### config.mk
export PLATFORM = sky130hd
export DESIGN_NAME = decode_fetch_align_buffer
export DESIGN_NICKNAME = d
export VERILOG_FILES = /design/src/rtl/decode_fetch_align_buffer.sv
export SDC_FILE = /design/constraint.sdc
export NUM_CORES = 1
export LEC_CHECK = 0
export BUFFER_PORTS_ARGS = -buffer_cell sky130_fd_sc_hd__buf_4
export CAP_MARGIN = 20
export CORE_MARGIN = 2
export CORE_UTILIZATION = 50
export CTS_CLUSTER_SIZE = 28
export DETAILED_ROUTE_END_ITERATION = 8
export GPL_TIMING_DRIVEN = 0
export PLACE_DENSITY = 0.74
export REMOVE_ABC_BUFFERS = 1
export SETUP_SLACK_MARGIN = 0.4
export SYNTH_ARGS = -nofsm -noshare
export SYNTH_HDL_FRONTEND = slang
export SYNTH_SLANG_ARGS = --single-unit
export TNS_END_PERCENT = 30
### constraint.sdc
create_clock -name clock -period 5.2 [get_ports clock]
set_input_delay 1.56 -clock clock [delete_from_list [all_inputs] [get_ports clock]]
set_output_delay 1.56 -clock clock [all_outputs]
set_load 0.05 [all_outputs]
### src/rtl/decode_fetch_align_buffer.sv
// decode_fetch_align_buffer
//   Halfword circular queue between the 32-bit fetch interface and decode.
//   It presents one aligned instruction per handshake. A compressed
//   instruction is zero-extended to 32 bits. A 32-bit instruction may span
//   two fetch words and may wrap from the last entry to entry 0.
//   Each halfword carries its own fetch-fault tag.
//   Optional feature macro: DECODE_FETCH_ALIGN_BYPASS_EN. When defined, a
//   word pushed into an empty queue is presented in the same cycle.
module decode_fetch_align_buffer #(
    parameter int DEPTH    = 4,
    parameter int PC_WIDTH = 32
) (
    input  logic                        clock,
    input  logic                        reset,
    input  logic                        flush,
    input  logic [PC_WIDTH-1:0]         flush_pc,
    input  logic                        in_valid,
    output logic                        in_ready,
    input  logic [31:0]                 in_word,
    input  logic                        in_error,
    output logic                        out_valid,
    input  logic                        out_ready,
    output logic [31:0]                 out_instr,
    output logic [PC_WIDTH-1:0]         out_pc,
    output logic [PC_WIDTH-1:0]         out_npc,
    output logic                        out_compressed,
    output logic                        out_error,
    output logic [$clog2(2*DEPTH):0]    count
);

    localparam int HCAP = 2 * DEPTH;
    localparam int PW   = $clog2(HCAP);
    localparam int CW   = PW + 1;
    localparam logic [CW-1:0] ACCEPT_LIMIT = CW'(HCAP - 2);
    localparam logic [31:0]   NOP_INSTR    = 32'h0000_0013;

    typedef enum logic {ST_RUN, ST_SKIP} state_t;

    state_t                r_state;
    state_t                w_state_next;
    logic [15:0]           r_mem_hw  [0:HCAP-1];
    logic                  r_mem_err [0:HCAP-1];
    logic [PW-1:0]         r_head;
    logic [PW-1:0]         r_tail;
    logic [CW-1:0]         r_cnt;
    logic [PC_WIDTH-1:0]   r_pc;

    logic                  w_push;
    logic                  w_pop;
    logic                  w_byp;
    logic [15:0]           w_in_hw0;
    logic [15:0]           w_in_hw1;
    logic [1:0]            w_in_n;
    logic [15:0]           w_h0;
    logic [15:0]           w_h1;
    logic                  w_e0;
    logic                  w_e1;
    logic [CW-1:0]         w_avail;
    logic                  w_comp;
    logic [1:0]            w_pop_n;
    logic [1:0]            w_skip_n;
    logic [1:0]            w_wr_n;
    logic [1:0]            w_head_adv;
    logic [PC_WIDTH-1:0]   w_pc_inc;
    logic [PW-1:0]         w_head_p1;
    logic [PW-1:0]         w_tail_p1;

    assign in_ready  = (r_cnt <= ACCEPT_LIMIT) && !flush;
    assign w_push    = in_valid && in_ready;
    assign w_head_p1 = r_head + PW'(1);
    assign w_tail_p1 = r_tail + PW'(1);
    assign count     = r_cnt;

`ifdef DECODE_FETCH_ALIGN_BYPASS_EN
    // A push into an empty queue is presented directly from the input.
    assign w_byp = w_push && (r_cnt == '0);
`else
    assign w_byp = 1'b0;
`endif

    // Normalise the incoming word: after a redirect to an odd halfword,
    // only the upper halfword belongs to the new instruction stream.
    always_comb begin
        // NOTE: every always_comb output gets a default first so no path leaves it unassigned (no latch).
        w_in_hw0 = in_word[15:0];
        w_in_hw1 = in_word[31:16];
        w_in_n   = 2'd2;
        if (r_state == ST_SKIP) begin
            w_in_hw0 = in_word[31:16];
            w_in_n   = 2'd1;
        end
    end

    // Select the head view (stored entries, or the input word on bypass) and decode its length.
    always_comb begin
        w_h0    = r_mem_hw[r_head];
        w_e0    = r_mem_err[r_head];
        w_h1    = r_mem_hw[w_head_p1];
        w_e1    = r_mem_err[w_head_p1];
        w_avail = r_cnt;
        if (w_byp) begin
            w_h0    = w_in_hw0;
            w_e0    = in_error;
            w_h1    = w_in_hw1;
            w_e1    = in_error;
            w_avail = CW'(w_in_n);
        end
        w_comp = (w_h0[1:0] != 2'b11);
    end

    // Drive the decode-side outputs and work out how far each pointer moves.
    always_comb begin
        out_valid      = ((w_avail >= CW'(1)) && w_comp) || (w_avail >= CW'(2));
        out_compressed = out_valid && w_comp;
        out_instr      = NOP_INSTR;
        out_error      = 1'b0;
        if (out_valid) begin
            out_instr = w_comp ? {16'h0000, w_h0} : {w_h1, w_h0};
            out_error = w_e0 || (!w_comp && w_e1);
        end
        w_pc_inc   = out_compressed ? PC_WIDTH'(2) : PC_WIDTH'(4);
        out_pc     = r_pc;
        out_npc    = r_pc + w_pc_inc;
        w_pop      = out_valid && out_ready && !flush;
        w_pop_n    = w_pop ? (w_comp ? 2'd1 : 2'd2) : 2'd0;
        w_skip_n   = w_byp ? w_pop_n : 2'd0;
        w_wr_n     = w_push ? (w_in_n - w_skip_n) : 2'd0;
        w_head_adv = w_byp ? 2'd0 : w_pop_n;
    end

    // Write the halfwords of a push that were not consumed in the same cycle.
    // NOTE: the queue storage has no reset; r_cnt alone decides which entries are meaningful.
    always_ff @(posedge clock) begin
        if (w_push) begin
            if (w_skip_n == 2'd0) begin
                r_mem_hw[r_tail]  <= w_in_hw0;
                r_mem_err[r_tail] <= in_error;
                if (w_in_n == 2'd2) begin
                    r_mem_hw[w_tail_p1]  <= w_in_hw1;
                    r_mem_err[w_tail_p1] <= in_error;
                end
            end else if ((w_skip_n == 2'd1) && (w_in_n == 2'd2)) begin
                r_mem_hw[r_tail]  <= w_in_hw1;
                r_mem_err[r_tail] <= in_error;
            end
        end
    end

    // Pointer, occupancy and head-PC registers; reset beats flush, flush beats push/pop.
    always_ff @(posedge clock) begin
        // NOTE: sequential state uses non-blocking assignments so every register samples pre-edge values.
        if (reset) begin
            r_head <= '0;
            r_tail <= '0;
            r_cnt  <= '0;
            r_pc   <= '0;
        end else if (flush) begin
            r_head <= '0;
            r_tail <= '0;
            r_cnt  <= '0;
            r_pc   <= flush_pc & ~PC_WIDTH'(1);
        end else begin
            r_head <= r_head + PW'(w_head_adv);
            r_tail <= r_tail + PW'(w_wr_n);
            r_cnt  <= r_cnt + CW'(w_wr_n) - CW'(w_head_adv);
            if (w_pop) begin
                r_pc <= r_pc + w_pc_inc;
            end
        end
    end

    // Alignment state register.
    always_ff @(posedge clock) begin
        if (reset) begin
            r_state <= ST_RUN;
        end else begin
            r_state <= w_state_next;
        end
    end

    // Alignment next state: an odd redirect target skips the low halfword of the next pushed word.
    always_comb begin
        w_state_next = r_state;
        if (flush) begin
            w_state_next = flush_pc[1] ? ST_SKIP : ST_RUN;
        end else if ((r_state == ST_SKIP) && w_push) begin
            w_state_next = ST_RUN;
        end
    end

endmodule

==> summary.md <==
| Metric | Value |
|---|---|
| Setup repair after global routing missed its margin | true |
| Synthesized area per cell | around 12 µm² |
| DR iter-0 viols | roughly 990 |
| Hold bufs inserted after CTS | 0 |
| Number of H-tree levels | 4 |
| Clk buf depth | 2 |
| Async set-or-reset flop fraction in the synthesized netlist | 0% |
| Most frequent standard cell in the layout excluding fill and tap cells | buf_4 |
| Data required time at the worst endpoint | about 3.6 ns |
| Data arrival at the endpoint of the critical path | approximately 3.8 ns |
| Final critical-path required period | approximately 5.3 ns |
| Sequential share of the synthesized area | a little over two fifths |
| Achievable frequency | roughly 190 MHz |
| Final nets | about 1200 |
| Number of warning messages in the yosys log | 0 |
| Power spent charging and discharging nets | about 1.5 mW |
| Commonest non-fill, non-tap cells in the layout | 207 x buf_4, 144 x mux2_2, 136 x edfxtp_1 |
| Length of the first detailed-routing pass in iterations | 6 |
| Kind of capture point of the worst setup path | output port |
| Top flip-flop cell by instance count after synthesis | edfxtp_1 |
| Placed cells | between 1000 and 1500 |
| Kind of start point of the critical path | register |
| Source-to-sink clock delay at the later pin of the worst-skew pair | 0.45 ns |
| Clock Sink Count | ~180 |
| Root buf cell | clkbuf_16 |
| Internal Dissipation | 2.71 mW |
| Share of total power in sequential cells | between 30% and 40% |
| Area of the placeable core | approximately 0.023 mm² |
| Num CTS Buffers | 17 |
| Leakage Power | 5.33 nW |
| Portion of the clock cycle consumed by the worst path in the final layout | 102% |
| Width of the chip | around 160 µm |
| Tot GR Track Use | 28.9% |
| Post-synth EDFFs | between 100 and 150 |
| Hold violation count in the final report | 0 |
| Number of placed I/O pins | 174 |
| Clock Pin Slew Worst Setup and Hold Paths | about 0.07 ns |
| Number of violations of the max-capacitance limit | 0 |
| Result of the run | finished, violations left |
| GRT Residual Overflow | 0 |
| Via count of the first global-routing pass | 9238 |
| Violations in the final reports | negative setup slack |
| Minimum setup slack among reg-to-reg paths | between 1 and 1.5 ns |
| Peak ir drop on the vdd network | 0.243 mV |
| Synthesized flop and latch total | ~180 |
| Mapped Cells | ~940 |
| Switching part of the total power | a little over a third |
| Average detailed-routed wire length per instance | ~24 µm |
| Via-to-Cell Ratio | 6.57 |
| Post-DP HPWL | roughly 23000 µm |
| Max-slew violations | 0 |
| Total Wirelength | 35000 µm |
| Area growth from synthesis to final layout | 27.8% |
| Critical-path maximum fanout | 7 |
| Proportion of power drawn by the clock network | between 30 and 40% |
| Maximum number of pins on one net before global-route repair | 51 |
| Initial cell density of the core | approximately 51% |
| Height of the die | 155 µm |
| Non-Filler Instances | 1433 |
| CTS tree | done |
| Cell Pwr Density | just under 300 mW/mm² |
| Worst-Margin Slew | between 1 and 1.5 ns |
| Total setup violations reported at the end of the flow | 14 |
| Final estimated routing congestion in global placement | 0.847 |
| Class of the tightest hold or removal check | register to register |
| DIE AREA | roughly 0.024 mm² |
| Port-buffer cells | 170 |
| Combinational share of power | approximately 30% |
| Post-Route Skew | between 0.02 and 0.025 ns |
| Post-route DRC | 0 |
| Worst slew margin relative to its limit | ~22% |
| Std-Cell Rows | 55 |
| Detailed-route via count | 9412 |
| Fraction of layout instances using a drive strength above 1 | approximately half |
| Number of distinct standard cells referenced by the synthesized netlist | 64 |
| Cell area after synthesis | approximately 0.011 mm² |
| WS Path Type | register to output port |
| Wire length of the first global-routing pass | 52900 µm |
| Total chip power | 4.24 mW |
| Number of antenna violations at the first check in global routing | 1 |
| Final setup margin | -0.111 ns |
| Antenna violation net count after detailed routing | 0 |
registers in the layout, summed over array words and instances, names as in the netlist:
register	cells
r_mem_hw	128
out_pc	31
r_mem_err	8
count	4
r_head	3
r_tail	3
r_state	1
path summary, 6_finish.rpt:
path | start | endpoint | cells after the start
worst max-delay path | r_head[0]$_SDFF_PP0_ | out_npc[27] | 14
worst min-delay path | out_pc[17]$_SDFFE_PP0P_ | out_pc[17]$_SDFFE_PP0P_ | 2
worst max register to register | r_head[0]$_SDFF_PP0_ | count[2]$_SDFF_PP0_ | 14
worst min register to register | out_pc[17]$_SDFFE_PP0P_ | out_pc[17]$_SDFFE_PP0P_ | 2
synthesized netlist by cell type, types with 15 or more instances:
cell	instances	area, µm²
nand3_1	25	125
a21oi_1	29	145
nand2_1	77	289
xnor2_1	24	210
nor2_1	55	206
mux2i_1	15	150
mux4_2	68	1530
clkbuf_1	49	184
mux2_2	145	1630
inv_1	24	90.1
edfxtp_1	136	4080
o21ai_0	27	135
dfxtp_1	42	841
per-stage QoR:
stage / utilization, % / setup TNS [ns] / hold WS, ns / instance area, µm² / worst slack (ns)
after detailed placement: 58.6 / -21.37 / 0.585 / 13200 / -1.29
after global routing: 64.9 / -1.92 / 0.627 / 14600 / -0.203
after floorplan: - / -115.92 / 0.617 / 11200 / -2.94
after global placement: 56.7 / -288.09 / 0.579 / 12800 / -3.29
after CTS: 64.2 / -0.627 / 0.596 / 14500 / -0.185
final: 64.9 / -0.767 / 0.601 / 14700 / -0.111
layer usage:
metal	routed length [µm]	global-route usage [%]	part of all wire [%]
met1	12900	37.2	37
met2	16900	47.9	48
met3	3700	5.85	11
met4	1410	12.0	4.0
met5	0	0	0
power groups by stage:
stage	Clock (mW)	Sequential, mW	Combinational [mW]
after global placement	0	1.69	1.15
after global routing	1.33	1.66	1.37
final	1.27	1.65	1.31
after CTS	1.27	1.65	1.29
after detailed placement	0	1.69	1.19
after floorplan	0	1.75	0.714
critical path, stage by stage, from the launching register on:
cell and delay, ns:
dfxtp_4 0.39, buf_8 0.13, mux4_2 0.50, mux2_4 0.32, nand2_4 0.09, o21ai_4 0.06
inv_2 0.09, ha_4 0.14, fa_2 0.25, nand3_4 0.10, buf_12 0.18, or4_4 0.50
nor2_2 0.14, xor2_1 0.18, buf_4 0.22
cell type report:
type | instances | area (µm²)
inverter | 25 | 93.8
tap | 285 | 357
timing repair buffer | 242 | 2170
multi-input combinational | 670 | 6520
antenna | 1 | 2.50
clock buffer | 17 | 425
fill | 1669 | 7920
sequential | 178 | 4940
clock inverter | 15 | 144
cell families (layout without fill, tap and decap cells):
logic type,Yosys count,count (layout),share of synthesized area [%]
multiplexers,231,231,29.3
other,1,3,0.0327
AO/OA/AOI/OAI,137,137,8.70
adder cells (fa/ha/maj),17,17,2.18
XOR/XNOR,37,37,2.83
flip-flops,178,178,43.0
AND/OR/NAND/NOR,246,246,10.6
buffers and inverters,96,299,3.45
timing repair:
item,CTS,global route
pin swaps,25,16
setup endpoints to repair,71,46
gates cloned,2,0
setup buffers,40,9
gates resized for setup,67,9
No activity file was read; power rests on OpenSTA's default activity.
